--- src/rtl/pipeline_pkg.sv ---
// Shared IF-stage definitions: the fetch NOP word and the instruction-memory load FSM encoding.
package pipeline_pkg;

  localparam logic [31:0] NOP_WORD = 32'h0000_0000;  // sll $0,$0,0

  typedef enum logic {
    RUN  = 1'b0,
    LOAD = 1'b1
  } imem_state_t;

endpackage

--- src/rtl/imem_array.sv ---
// DEPTH x WORD_W storage: sync write, sync read (1 cycle, held when rd_en=0), per-word loaded bits.
// The loaded vector has async reset and bulk clear; the data array itself is never reset.
module imem_array #(
  parameter int DEPTH_LOG2 = 5,
  parameter int WORD_W     = 32
) (
  input  logic                    clk,
  input  logic                    rst_n,
  input  logic                    clr,
  input  logic                    wr_en,
  input  logic [DEPTH_LOG2-1:0]   wr_idx,
  input  logic [WORD_W-1:0]       wr_dat,
  input  logic                    rd_en,
  input  logic [DEPTH_LOG2-1:0]   rd_idx,
  output logic [WORD_W-1:0]       rd_dat,
  output logic [2**DEPTH_LOG2-1:0] loaded
);

  localparam int DEPTH = 2 ** DEPTH_LOG2;

  logic [WORD_W-1:0] mem [DEPTH];

  always_ff @(posedge clk) begin
    if (wr_en) begin
      mem[wr_idx] <= wr_dat;
    end
    if (rd_en) begin
      rd_dat <= mem[rd_idx];
    end
  end

  // Stale words stay in mem after a clear; these bits are what hide them.
  always_ff @(posedge clk or negedge rst_n) begin
    if (!rst_n) begin
      loaded <= '0;
    end else if (clr) begin
      loaded <= '0;
    end else if (wr_en) begin
      loaded[wr_idx] <= 1'b1;
    end
  end

endmodule

--- src/rtl/imem_loadable.sv ---
// Loadable instruction memory: 1-cycle registered fetch held on Stall, faults read as NOP.
// Word-serial load port; LdReady high for the whole LOAD state, exit on LdLast or the final word.
module imem_loadable #(
  parameter int                DEPTH_LOG2 = 5,
  parameter int                WORD_W     = 32,
  parameter logic [WORD_W-1:0] NOP_WORD   = WORD_W'(pipeline_pkg::NOP_WORD)
) (
  input  logic              Clk,
  input  logic              Clrn,
  input  logic [31:0]       Addr,
  input  logic              Stall,
  output logic [WORD_W-1:0] Inst,
  output logic              InstValid,
  output logic              AddrFault,
  input  logic              LdStart,
  input  logic [WORD_W-1:0] LdData,
  input  logic              LdValid,
  input  logic              LdLast,
  output logic              LdReady,
  output logic              LdDone,
  output logic              Busy
);

  import pipeline_pkg::*;

  localparam int DEPTH = 2 ** DEPTH_LOG2;

  imem_state_t           state, state_nx;
  logic [DEPTH_LOG2-1:0] cnt;
  logic                  inst_vld_q, fault_q, done_q;
  logic                  wr_en, rd_en, clr, last_word;
  logic [DEPTH_LOG2-1:0] rd_idx;
  logic [WORD_W-1:0]     rd_dat;
  logic [DEPTH-1:0]      loaded;
  logic                  fetch_fault;

  assign rd_idx = Addr[DEPTH_LOG2+1:2];

  assign fetch_fault = (Addr[1:0] != 2'b00)
                    || (Addr[31:DEPTH_LOG2+2] != '0)
                    || !loaded[rd_idx];

  imem_array #(
    .DEPTH_LOG2 (DEPTH_LOG2),
    .WORD_W     (WORD_W)
  ) u_array (
    .clk    (Clk),
    .rst_n  (Clrn),
    .clr    (clr),
    .wr_en  (wr_en),
    .wr_idx (cnt),
    .wr_dat (LdData),
    .rd_en  (rd_en),
    .rd_idx (rd_idx),
    .rd_dat (rd_dat),
    .loaded (loaded)
  );

  always_comb begin
    state_nx  = state;
    wr_en     = 1'b0;
    rd_en     = 1'b0;
    clr       = 1'b0;
    last_word = 1'b0;
    case (state)
      RUN: begin
        if (LdStart) begin
          state_nx = LOAD;
          clr      = 1'b1;
        end else if (!Stall) begin
          rd_en = 1'b1;
        end
      end
      LOAD: begin
        wr_en = LdValid;
        // The final slot ends the load even without LdLast, so cnt never wraps.
        if (LdValid && (LdLast || (&cnt))) begin
          last_word = 1'b1;
          state_nx  = RUN;
        end
      end
      default: state_nx = RUN;
    endcase
  end

  always_ff @(posedge Clk or negedge Clrn) begin
    if (!Clrn) begin
      state      <= RUN;
      cnt        <= '0;
      inst_vld_q <= 1'b0;
      fault_q    <= 1'b0;
      done_q     <= 1'b0;
    end else begin
      state  <= state_nx;
      done_q <= last_word;
      if (clr) begin
        cnt <= '0;
      end else if (wr_en) begin
        cnt <= cnt + 1'b1;
      end
      if (clr) begin
        inst_vld_q <= 1'b0;
        fault_q    <= 1'b0;
      end else if (rd_en) begin
        inst_vld_q <= 1'b1;
        fault_q    <= fetch_fault;
      end
    end
  end

  // rd_dat is unreset and may hold a stale word; only a clean, valid fetch exposes it.
  assign Inst      = (inst_vld_q && !fault_q) ? rd_dat : NOP_WORD;
  assign InstValid = inst_vld_q;
  assign AddrFault = fault_q;
  assign LdReady   = (state == LOAD);
  assign Busy      = (state == LOAD);
  assign LdDone    = done_q;

endmodule

--- config.mk ---
export PLATFORM = sky130hd
export DESIGN_NAME = imem_loadable
export DESIGN_NICKNAME = d
export VERILOG_FILES = /design/src/rtl/pipeline_pkg.sv /design/src/rtl/imem_array.sv /design/src/rtl/imem_loadable.sv
export SDC_FILE = /design/constraint.sdc
export NUM_CORES = 1
export LEC_CHECK = 0
export BUFFER_PORTS_ARGS = -buffer_cell sky130_fd_sc_hd__buf_2
export CAP_MARGIN = 0
export CORE_MARGIN = 2
export CORE_UTILIZATION = 48
export CTS_CLUSTER_SIZE = 30
export DETAILED_ROUTE_END_ITERATION = 10
export PLACE_DENSITY = 0.73
export SLEW_MARGIN = 5
export SYNTH_ARGS = -nofsm -noshare
export SYNTH_HDL_FRONTEND = slang
export SYNTH_HIERARCHICAL = 1
export SYNTH_SLANG_ARGS = --single-unit
--- constraint.sdc ---
create_clock -name Clk -period 3.2 [get_ports Clk]
set_input_delay 0.16 -clock Clk [delete_from_list [all_inputs] [get_ports Clk]]
set_output_delay 0.16 -clock Clk [all_outputs]
set_load 0.01 [all_outputs]
==> reports/metrics.csv, run 1 <==
metric,value,unit
Final GP Congestion,0.838,
Hold Path Class,in2reg,
DRT iter0 DRCs,2247,
Internal,23.5,mW
crit path kind,in2reg,
"critical path fanouts, max",1,
Mapped Cells,2470,
largest net degree at the start of global routing,62,
placed inst area,0.0456,sq mm
sequential share of power,0.540,
GRT met1 Usage,0.282,
dominant synthesized flop cell,edfxtp_1,
min Tclk post-route,2.99,ns
row count,109,
asr flop ratio synth,0.0374,
Global Route Usage Sum,0.218,
Reg2Reg Depth,5,
Critical Path AT,3.54,ns
layout cells sized above 1,0.149,
htree depth,3,
clock sink count,1097,
met2 GRT Util,0.374,
max_cap viols,0,
multi-input logic area,0.00959,sq mm
area delta synth->final,14.4,%
drt wl/cell,25.7,um
unrepaired setup endpoints after global routing,false,
CTS tree,built,
Final Hold Viols,0,
CTS Buf Count,102,
GRT busiest layer,met2,
count of cell types in the netlist,40,
Critical R2R Launch,Busy,
"EDFF count, synth",1056,
grt ovf,0,
reported net switching power,6.68,mW
post-route cell area,0.0490,sq mm
total wire length,101,mm
sequential-to-total area share from yosys stat,0.764,
initial antenna violation count,2,
crit share post-route,0.933,
RR Endpoint,u_array/mem[20][28],
IO Pins,107,
Worst setup SP type,input port,
detailed-route DRC error count,0,
syn_nets,2542,
die height,303,um
VDD IR max,0.461,mV
Hold Path Depth,1,
"CTS clk-pin slew, worst paths",0.06,ns
ant diodes,0,
Comb pwr share,0.071,
Final nets,2752,
remaining antenna violation count,0,
PostCTS Resize Cnt,0,
Die Width,303,um
Leak,17.4,nW
IO Port Bufs,106,
Post-Syn Area,0.0429,sq mm
Pwr Density,614,mW/mm^2
Post-DP HPWL,58.4,mm
clock network power share,0.389,
Clock Skew,0.0247,ns
max-slew violation count,0,
core area,0.0884,sq mm
Slew Limit Headroom,0.314,
routed vias,23134,
Syn Area/Cell,17.4,sq um
drt via density,5.90,
status,"complete, no violations",
slew at the pin closest to its max-slew limit,1.03,ns
YS warnings,6,
switching portion of total power,0.222,
Final setup violation count,0,
crit end category,flip-flop,
vias in the first global route,23294,
storage element area,0.0327,sq mm
r2r setup slk,0.42,ns
maximum clock frequency,335,MHz
crit path from,Addr[30],
"Data required, critical path",3.75,ns
first-pass GRT wire length,147,mm
Initial Util,0.485,
DIE AREA,0.0917,sq mm
Clock Latency Late Sink,0.69,ns
First-pass DRT Iterations,5,
Root Driver,clkbuf_16,
Longest Clk Path Bufs,3,
Seq cells post-synth,1097,
fill cell count,6533,
setup_tns,0,ns
Critical Path End,AddrFault,
GR Util met3,0.0377,
## power groups by stage
stage	sequential, mW	clock [mW]	combinational [mW]
global placement	16.5	0	2.06
floorplan	16.5	0	1.15
CTS	16.3	11.9	2.15
detailed placement	16.6	0	2.12
global route	16.3	12.4	2.29
finish	16.3	11.7	2.15
## layout make-up
type	count	area share
Sequential cell	1097	0.667
Multi-Input combinational cell	1234	0.196
Inverter	2	0.000153
Clock inverter	60	0.0120
Clock buffer	121	0.0543
Tap cell	1165	0.0297
Timing Repair Buffer	243	0.0407
## sequential cells by signal, indices dropped and copies added (netlist names)
name	flops
AddrFault	1
u_array/rd_dat	32
LdDone	1
cnt	5
InstValid	1
u_array/loaded	32
Busy	1
u_array/mem	1024
## cell usage in the layout (no fill, tap or decap), types with 7 or more instances in the layout
master	n
clkinv_2	18
dlygate4sd3_1	21
a31oi_1	32
clkinv_1	26
nand3_1	99
edfxtp_1	1056
nor4_1	7
a21oi_1	96
a22oi_1	97
dfrtp_1	41
mux2i_1	514
clkbuf_16	103
nor2_4	33
buf_4	86
bufinv_16	8
nor3_1	34
and2_1	32
clkbuf_1	16
buf_12	30
nand2_1	101
buf_2	105
a22o_1	66
nor2_1	75
## metal layers
metal  share of wire  wire length [um]
met3           0.078              7840
met1            0.39             39200
met4           0.031              3160
met5               0                 0
met2            0.50             50500
## per-stage QoR
step / power, mW / setup slack, ns / hold WS, ns / cells / utilization
2_1_floorplan: 17.7 / 0.0228 / -0.136 / 2470 / -
3_3_place_gp: 18.6 / 0.549 / 0.330 / 3720 / 0.516
3_5_place_dp: 18.7 / 0.517 / 0.341 / 3720 / 0.516
4_1_cts: 30.3 / 0.228 / 0.000265 / 3922 / 0.555
5_1_grt: 31.0 / 0.0734 / 0.0290 / 3922 / 0.555
6_report: 30.1 / 0.214 / 0.0171 / 3922 / 0.555
## worst min path at each step
stage	startpoint	to	slack [ns]
final	LdData[21]	u_array/mem[13][21]	0.02
after global routing	LdData[23]	u_array/mem[17][23]	0.03
after CTS	LdData[10]	u_array/mem[31][10]	0.0003
after detailed placement	Clrn	LdDone	0.34
after global placement	Clrn	u_array/loaded[5]	0.33
after floorplan	Clrn	AddrFault	-0.14
## cells in the mapped netlist (2+ instances only)
cell type  instances  area [sq um]
mux2_2             2          22.5
buf_6             16           180
a21oi_1           96           480
a22o_1            66           578
buf_1              3          11.3
dfrtp_1           41          1030
ha_1               2          25.0
inv_1              2          7.51
mux4_2             2          45.0
nand4_1            3          18.8
edfxtp_1        1056         31700
nor2_1           108           405
nor3_1            35           175
and2_1            33           206
nor4_1             7          43.8
a31oi_1           32           200
o21ai_0            6          30.0
or3b_2             2          17.5
nand3_1           99           495
clkbuf_1          48           180
nand3b_1           6          45.0
mux4_1             5           131
mux2i_1          514          5140
a22oi_1           97           728
nand2b_1           2          12.5
nand2_1          102           383
buf_4             33           248
clkbuf_4           2          15.0
nor2b_1            5          31.3
buf_2             35           175
## worst max-delay path, cell delays in order
cell and delay (ns):
dlygate4sd3_1 0.54, buf_2 0.12, nor4_1 0.15, dlygate4sd3_1 0.58, nand3_1 0.06, dlygate4sd3_1 0.56
o21ai_0 0.16, dlygate4sd3_1 0.59, nand4_1 0.08, dlygate4sd3_1 0.55
## cells by family (layout without fill, tap and decap cells)
| family | Yosys count | in the layout | share of synthesized area |
|---|---|---|---|
| adder cells (fa/ha/maj) | 2 | 2 | 0.000584 |
| AO/OA/AOI/OAI | 300 | 300 | 0.0477 |
| flip-flops | 1097 | 1097 | 0.764 |
| multiplexers | 523 | 523 | 0.125 |
| buffers and inverters | 139 | 426 | 0.0191 |
| AND/OR/NAND/NOR | 409 | 409 | 0.0440 |
## what timing repair did
| action | in CTS | in global routing |
|---|---|---|
| hold buffers | 21 | 0 |
| endpoints found under the setup margin | 0 | 0 |
| buffers inserted | 0 | 0 |
| endpoints found under the hold margin | 207 | 0 |
(Power assumes the default switching activity.)
==> inputs of run 2 (changes only) <==
- CORE_UTILIZATION: 48 -> 55
- PLACE_DENSITY: 0.73 -> 0.81
==> reports/metrics.csv, run 2 (synthesis results as in run 1) <==
metric,value,unit
status,"complete, no violations",
unrepaired setup endpoints after global routing,false,
placed inst area,0.0454,sq mm
Top reg by flops,u_array/mem,
max-slew violation count,0,
IO Port Bufs,106,
Clock Skew,0.0215,ns
Global Route Usage Sum,0.256,
slew at the pin closest to its max-slew limit,0.970,ns
remaining antenna violation count,0,
Crit path top cell by count,dlygate4sd3_1,
die height,283,um
IO Pins,107,
Worst setup SP type,input port,
min Tclk post-route,3.03,ns
crit end category,flip-flop,
Final nets,2755,
r2r setup slk,0.38,ns
multi-input logic area,0.00959,sq mm
Clock Latency Late Sink,0.67,ns
area delta synth->final,13.9,%
clock sink count,1097,
Pwr Density,614,mW/mm^2
core area,0.0773,sq mm
Critical R2R Launch,Busy,
dpl ws,0.478,ns
max_cap viols,0,
cell family with most CP delay,buffers and inverters,
Hold Crit Start,LdData[21],
ant diodes,0,
Slew Limit Headroom,0.353,
initial antenna violation count,1,
Final WS setup,0.170,ns
DIE AREA,0.0802,sq mm
layout cells sized above 1,0.153,
Final Hold Viols,0,
critical path cell sequence,dlygate4sd3_1 > buf_2 > nor4_1 > dlygate4sd3_1 > nand3_1 > dlygate4sd3_1 > o21ai_0 > dlygate4sd3_1 > nand4_1 > dlygate4sd3_1,
drt via density,6.24,
drt wl/cell,27.3,um
Final setup violation count,0,
maximum clock frequency,330,MHz
grt ovf,0,
Critical Path AT,3.57,ns
routed vias,23714,
"critical path fanouts, max",1,
Longest Clk Path Bufs,3,
final hold slack,0.0155,ns
"commonest non-fill, non-tap cell in the layout",edfxtp_1,
DRT iter0 DRCs,2815,
storage element area,0.0327,sq mm
"Data required, critical path",3.74,ns
htree depth,3,
Root Driver,clkbuf_16,
"CTS clk-pin slew, worst paths",0.06,ns
number of buffers added for setup after CTS,0,
WHS Endpoint,u_array/mem[15][21],
largest net degree at the start of global routing,77,
Final GP Congestion,0.828,
fill cell count,5140,
CTS tree,built,
max FFs per register,1024,
crit path kind,in2reg,
Largest regs,"u_array/mem x1024, u_array/loaded x32, u_array/rd_dat x32",
RR Endpoint,u_array/mem[16][8],
post-route cell area,0.0488,sq mm
setup_tns,0,ns
detailed-route DRC error count,0,
most frequent cells in the layout,"edfxtp_1, mux2i_1, buf_2",
VDD IR max,0.406,mV
slowest cell on the critical path,dlygate4sd3_1,
Reg2Reg Depth,5,
total wire length,104,mm
crit share post-route,0.947,
Hold Path Class,in2reg,
Hold Path Depth,1,
Post-DP HPWL,60.5,mm
first-pass GRT wire length,153,mm
Die Width,283,um
CTS Buf Count,102,
First-pass DRT Iterations,5,
Leak,17.4,nW
CP max stage delay,0.59,ns
Buf/Inv on CP,6,
Initial Util,0.554,
row count,102,
vias in the first global route,24218,
[run 2: per-layer routing]
layer / up-vias / routed length, um / GRT usage / share of wire
li1: 10138 / - / - / -
met1: 11964 / 38500 / 0.336 / 0.37
met2: 1377 / 51500 / 0.430 / 0.50
met3: 235 / 9660 / 0.0430 / 0.093
met4: 0 / 3950 / 0.0999 / 0.038
met5: - / 0 / 0 / 0
[run 2: final cells by class]
class	instances	area share
Sequential cell	1097	0.671
Multi-Input combinational cell	1234	0.196
Clock buffer	125	0.0549
Timing Repair Buffer	246	0.0411
Tap cell	1040	0.0267
Clock inverter	59	0.0102
Inverter	2	0.000154
[run 2: metrics by stage]
stage | util | power, mW | instances
2_1_floorplan | - | 17.7 | 2470
3_3_place_gp | 0.587 | 18.6 | 3598
3_5_place_dp | 0.587 | 18.7 | 3598
4_1_cts | 0.631 | 30.1 | 3803
5_1_grt | 0.631 | 30.8 | 3803
6_report | 0.631 | 30.0 | 3803
[run 2: what timing repair did]
action	in CTS	in global routing
gates resized for setup	0	0
hold buffers	21	0
endpoints found under the hold margin	279	0
[run 2: worst max path at each step]
stage               startpoint                  end  slack, ns  cells past startpoint
floorplan                 Busy   u_array/mem[28][0]       0.02                      5
global placement          Busy  u_array/mem[16][27]       0.56                      5
detailed placement        Busy  u_array/mem[16][27]       0.48                      5
CTS                   Addr[30]            AddrFault       0.23                     10
global route          Addr[30]            AddrFault       0.02                     10
finish                Addr[30]            AddrFault       0.17                     10
[run 2: report_power, final]
| group | total (mW) | switching, mW | leakage, nW | internal (mW) |
|---|---|---|---|---|
| Clock | 11.5 | 5.07 | 1.57 | 6.44 |
| Combinational | 2.20 | 1.47 | 5.78 | 0.728 |
| Sequential | 16.3 | 0.138 | 10.1 | 16.1 |
[run 2: worst register-to-register path: stages (launching register included)]
cell and delay [ns]:
dfrtp_1 0.53, nand2_1 0.27, inv_1 0.29, or3b_1 0.72, nor2_4 0.20, buf_4 0.44
